[config.mk]
export PLATFORM = sky130hd
export DESIGN_NAME = service_gate_sequencer
export DESIGN_NICKNAME = d
export VERILOG_FILES = /design/src/rtl/service_gate_sequencer.sv
export SDC_FILE = /design/constraint.sdc
export NUM_CORES = 1
export LEC_CHECK = 0
export BUFFER_PORTS_ARGS = -buffer_cell sky130_fd_sc_hd__clkbuf_2
export CAP_MARGIN = 20
export CORE_UTILIZATION = 32
export CTS_CLUSTER_SIZE = 10
export DETAILED_ROUTE_END_ITERATION = 10
export PLACE_DENSITY = 0.58
export SKIP_LAST_GASP = 1
export SLEW_MARGIN = 20
export SYNTH_ARGS = -nofsm -noshare
export SYNTH_HDL_FRONTEND = slang
export SYNTH_SLANG_ARGS = --single-unit
export TNS_END_PERCENT = 30
[constraint.sdc]
create_clock -name SIM_CLK -period 3.3 [get_ports SIM_CLK]
set_input_delay 0.66 -clock SIM_CLK [delete_from_list [all_inputs] [get_ports SIM_CLK]]
set_output_delay 0.66 -clock SIM_CLK [all_outputs]
set_load 0.01 [all_outputs]
[src/rtl/service_gate_sequencer.sv]
// Sequences one register-transfer microorder per accept through RD, CLR and WR.
// Gate outputs are registered and glitch-free. Optional carry-in flop enabled by SERVICE_GATE_CIFF_EN.
module service_gate_sequencer #(
  parameter int NREG = 8,
  parameter int SCW  = 3,
  localparam int RW  = ($clog2(NREG) < 1) ? 1 : $clog2(NREG),
  localparam int NSC = 1 << SCW
) (
  input  logic            SIM_CLK,
  input  logic            SIM_RST,
  input  logic            REQ_VALID,
  output logic            REQ_READY,
  input  logic            REQ_RD_EN,
  input  logic [RW-1:0]   REQ_RSEL,
  input  logic [NREG-1:0] REQ_WMASK,
  input  logic            REQ_SCR,
  input  logic            REQ_SCW,
  input  logic [SCW-1:0]  REQ_XB,
  input  logic            REQ_CI,
  output logic [NREG-1:0] RG,
  output logic [NREG-1:0] CG,
  output logic [NREG-1:0] WG,
  output logic [NSC-1:0]  SC_RD,
  output logic [NSC-1:0]  SC_WR,
  output logic            CI01,
  output logic            BUSY,
  output logic            ERR
);

  typedef enum logic [1:0] {IDLE, RD, CLR, WR} state_t;

  state_t state, state_nxt;

  logic            h_rd_en, h_scr, h_scw;
  logic [RW-1:0]   h_rsel;
  logic [NREG-1:0] h_wmask;
  logic [SCW-1:0]  h_xb;

  logic            f_rd_en, f_scr, f_scw, rsel_ok, accept;
  logic [RW-1:0]   f_rsel;
  logic [NREG-1:0] f_wmask;
  logic [SCW-1:0]  f_xb;

  logic [NREG-1:0] rg_nxt, cg_nxt, wg_nxt;
  logic [NSC-1:0]  sc_rd_nxt, sc_wr_nxt;
  logic            err_nxt;

  assign REQ_READY = (state == IDLE) || (state == WR);
  assign BUSY      = (state != IDLE);
  assign accept    = REQ_VALID && REQ_READY;

  always_ff @(posedge SIM_CLK or posedge SIM_RST) begin
    if (SIM_RST) state <= IDLE;
    else         state <= state_nxt;
  end

  // Outputs are decoded from where the FSM is going, using the fields it will hold there.
  always_comb begin
    state_nxt = state;
    f_rd_en   = h_rd_en;
    f_scr     = h_scr;
    f_scw     = h_scw;
    f_rsel    = h_rsel;
    f_wmask   = h_wmask;
    f_xb      = h_xb;
    rg_nxt    = '0;
    cg_nxt    = '0;
    wg_nxt    = '0;
    sc_rd_nxt = '0;
    sc_wr_nxt = '0;
    err_nxt   = 1'b0;

    case (state)
      IDLE:    if (accept) state_nxt = RD;
      RD:      state_nxt = CLR;
      CLR:     state_nxt = WR;
      WR:      state_nxt = accept ? RD : IDLE;
      default: state_nxt = IDLE;
    endcase

    if (accept) begin
      f_rd_en = REQ_RD_EN;
      f_scr   = REQ_SCR;
      f_scw   = REQ_SCW;
      f_rsel  = REQ_RSEL;
      f_wmask = REQ_WMASK;
      f_xb    = REQ_XB;
    end

    rsel_ok = (32'(f_rsel) < 32'(NREG));

    if (state_nxt != IDLE) begin
      if (f_scr)                  sc_rd_nxt = NSC'(1) << f_xb;
      else if (f_rd_en && rsel_ok) rg_nxt   = NREG'(1) << f_rsel;
    end
    if (state_nxt == RD)  err_nxt = f_rd_en && !f_scr && !rsel_ok;
    if (state_nxt == CLR) cg_nxt  = f_wmask;
    if (state_nxt == WR) begin
      wg_nxt = f_wmask;
      if (f_scw) sc_wr_nxt = NSC'(1) << f_xb;
    end
  end

  always_ff @(posedge SIM_CLK or posedge SIM_RST) begin
    if (SIM_RST) begin
      h_rd_en <= 1'b0;
      h_scr   <= 1'b0;
      h_scw   <= 1'b0;
      h_rsel  <= '0;
      h_wmask <= '0;
      h_xb    <= '0;
    end else if (accept) begin
      h_rd_en <= REQ_RD_EN;
      h_scr   <= REQ_SCR;
      h_scw   <= REQ_SCW;
      h_rsel  <= REQ_RSEL;
      h_wmask <= REQ_WMASK;
      h_xb    <= REQ_XB;
    end
  end

  always_ff @(posedge SIM_CLK or posedge SIM_RST) begin
    if (SIM_RST) begin
      RG    <= '0;
      CG    <= '0;
      WG    <= '0;
      SC_RD <= '0;
      SC_WR <= '0;
      ERR   <= 1'b0;
    end else begin
      RG    <= rg_nxt;
      CG    <= cg_nxt;
      WG    <= wg_nxt;
      SC_RD <= sc_rd_nxt;
      SC_WR <= sc_wr_nxt;
      ERR   <= err_nxt;
    end
  end

`ifdef SERVICE_GATE_CIFF_EN
  logic h_ci;

  always_ff @(posedge SIM_CLK or posedge SIM_RST) begin
    if (SIM_RST)     h_ci <= 1'b0;
    else if (accept) h_ci <= REQ_CI;
  end

  // A new carry-in request wins over the clear from the microorder finishing WR.
  always_ff @(posedge SIM_CLK or posedge SIM_RST) begin
    if (SIM_RST)                      CI01 <= 1'b0;
    else if (accept && REQ_CI)        CI01 <= 1'b1;
    else if (state == WR && !h_ci)    CI01 <= 1'b0;
  end
`else
  logic unused_ci;
  assign unused_ci = REQ_CI;
  assign CI01      = 1'b0;
`endif

endmodule

==> impl_results.md <==
* FF/Latch Area at 1480 um2
* Fraction of synthesized cell area taken by the top area cell type at 0.625
* Synth area leaders: dfrtp_1 63%, nor4_1 6.4%, mux2i_1 4.7%
* Grt total ovfl at 0
* Final Wtd Congestion at 0.720
* CTS tree: yes
* Antenna Violating Nets Remaining at 0
* Post-Route Setup TNS at 0 ps
* RSZ-0062 raised after global routing: false
* Layout cells sized above 1 at 0.341
* Std cell rows at 30
* Die Area at 7730 um2
* Worst Hold Class: in2async
* Relative slew slack at 0.501
* Number of synthesized flops with an enable pin at 0
* DR vias/cell at 4.40
* Most numerous cell in the Yosys netlist: dfrtp_1
* Layout area overhead at 24.2%
* Wirelength per Cell at 13.0 um
* Clk_lat worst skew at 330 ps
* Max Freq at 0.379 GHz
* Number of setup buffers added after CTS at 0
* Via count at 1559
* Drt drc at 0
* Startpoint Class: flop
* Worst EP arrival at 2860 ps
* Largest net degree at the start of global routing at 33
* Detailed Route Iter0 Violations at 93
* Crit-path max FO at 21
* Fin worst setup slack at 658 ps
* Final period util at 0.800
* Drt first pass iters at 4
* CTS resizes at 0
* Power density cells at 990 nW/um2
* Post-CTS Hold Fix Bufs at 0
* Post-Syn Instances at 188
* H-tree depth at 3
* Number of hold violations in the final report at 0
* Worst slack, placed at 662 ps
* Die width at 87.9 um
* Routed WL at 4600 um
* DP HPWL at 3180 um
* Actual slew at the worst max-slew pin at 727 ps
* Slowest stage delay, CP at 570 ps
* Synth warnings at 0
* Sequential fraction of the synthesis area at 0.625
* Clk slew on worst S/H paths at 60 ps
* Status: completed
* Top cell by count, worst path: inv_1
* Top cells by count, synth: 59 x dfrtp_1, 24 x nor4_1, 22 x inv_1
* First-pass GRT wire length at 7150 um
* Antenna violations before repair at 0
* Total track usage at 0.127
* Root buffer cell: clkbuf_8
* Worst path top cell family by delay: simple AND/OR/NAND/NOR gates
* Post-Syn Area per Cell at 12.6 um2
* Setup crit end kind: flop
* Cts bufs inserted at 9
* Worst path cell trace: inv_1 -> ha_1 -> nand2b_4 -> mux2i_1 -> inv_1 -> nor4_1
* R2r setup slk at 660 ps
* Port Buffers at 61
* Buffers plus inverters on the worst setup path at 2
* Nets at 279
* Clock sinks at 59
* Max Slew Vio Count at 0
* Yosys top cell by area: dfrtp_1
* Max-Cap Viols at 0
* Reg-to-Reg Start: state[0]
* Ys flop type: dfrtp_1
* Max IR drop VDD at 0.435 mV
* Antenna cells at 0
* Fillcell total at 690
* Req. time, crit path at 3520 ps
* Final setup vio count at 0
* Ys async rst share at 1.00
* Setup crit start: state[0]
* Min Clock Period, post-route at 2640 ps
* CP max stage cell: ha_1
* CP Depth at 6
* Multi-input gate area at 739 um2
* Max clock buf depth at 2
* Tot Pwr at 2.90 mW
* Setup Skew at 5.54 ps
* Setup crit end: SC_RD[4]
* Synth Register Bits at 59
* R2r endpoint: SC_RD[4]
* Reg2Reg Depth at 6
* Initial Util at 0.340
* Die height at 87.9 um
* LEAKAGE at 1.55 nW
* Cell variety after synth at 28
* Crit Path Category: reg2reg
* Netlist Area Pre-Place at 2360 um2
* Vias in the first global route at 1466
* Ports at 65
* CORE AREA at 6940 um2
[worst min-delay path by stage]
stage                from    endpoint  slack [ps]  cells after the start
2_1_floorplan  h_wmask[7]  h_wmask[7]         470                      2
3_3_place_gp   h_wmask[4]  h_wmask[4]         490                      2
3_5_place_dp   h_wmask[6]  h_wmask[6]         490                      2
4_1_cts           SIM_RST       WG[4]         370                      2
5_1_grt           SIM_RST       RG[2]         420                      2
6_report          SIM_RST       WG[4]         360                      2
[power breakdown]
group	leakage, nW	total [mW]	switching (mW)	internal [mW]
combinational	0.674	1.18	0.757	0.427
clock	0.0991	0.635	0.270	0.365
sequential	0.774	1.08	0.109	0.975
[area by class of cell]
class / instances / share of cell area
flip-flops and latches: 59 / 0.503
clock buffers: 11 / 0.0482
repair buffers: 62 / 0.107
well taps: 96 / 0.0410
clock inverters: 5 / 0.0179
multi-input cells: 97 / 0.252
inverters: 24 / 0.0307
[flip-flops by register name, indices dropped and copies added, names as in the netlist]
name	cells
h_rsel	3
h_scw	1
WG	8
RG	8
h_scr	1
h_rd_en	1
state	2
h_wmask	8
CG	8
SC_RD	8
h_xb	3
SC_WR	8
[routing by layer]
layer | vias to the layer above | GRT usage | share of wire
li1 | 772 | - | -
met1 | 733 | 0.165 | 0.46
met2 | 44 | 0.190 | 0.46
met3 | 10 | 0.0311 | 0.048
met4 | 0 | 0.0805 | 0.024
met5 | - | 0 | 0
[placed cells by master (no fill, tap or decap)]
cell / Yosys / final
a211oi_4: 1 / 1
a21o_1: 2 / 2
a21oi_1: 2 / 2
a31oi_1: 7 / 7
a31oi_4: 1 / 1
and4b_1: 2 / 2
and4bb_2: 1 / 1
buf_4: 4 / 1
bufinv_16: 0 / 1
clkbuf_1: 2 / 1
clkbuf_2: 0 / 61
clkbuf_8: 0 / 10
clkinv_2: 0 / 3
clkinvlp_4: 0 / 1
conb_1: 1 / 2
dfrtp_1: 59 / 59
ha_1: 5 / 5
inv_1: 22 / 21
inv_2: 2 / 3
mux2i_1: 11 / 11
mux2i_2: 1 / 1
mux2i_4: 2 / 2
nand2_1: 6 / 6
nand2b_4: 1 / 1
nor2_1: 10 / 10
nor2b_1: 9 / 9
nor2b_2: 1 / 1
nor4_1: 24 / 24
nor4b_1: 1 / 1
nor4bb_1: 4 / 4
o21ai_0: 4 / 4
[per-stage QoR]
stage / utilization / cells / area [um2] / hold WS [ps]
floorplan: - / 189 / 2360 / 466
global placement: 0.394 / 338 / 2740 / 487
detailed placement: 0.394 / 338 / 2740 / 494
CTS: 0.422 / 354 / 2930 / 370
global route: 0.422 / 354 / 2930 / 416
finish: 0.422 / 354 / 2930 / 361
[worst reg2reg max path: cells and delay by family, from the launching register on]
kind                     cells  cell delay, ps
flip-flops                   1             460
buffers and inverters        2             300
multiplexers                 1             430
AND/OR/NAND/NOR              2             770
adder cells (fa/ha/maj)      1             570
[kinds of logic (layout without fill, tap and decap cells)]
group | after synthesis | in the layout | synth area share
buffers and inverters | 33 | 102 | 0.0631
AO/OA/AOI/OAI | 17 | 17 | 0.0551
multiplexers | 14 | 14 | 0.0715
adder cells (fa/ha/maj) | 5 | 5 | 0.0265
AND/OR/NAND/NOR | 59 | 59 | 0.157
other | 1 | 2 | 0.00159
flip-flops | 59 | 59 | 0.625
Power figures use the tool's default switching activity.
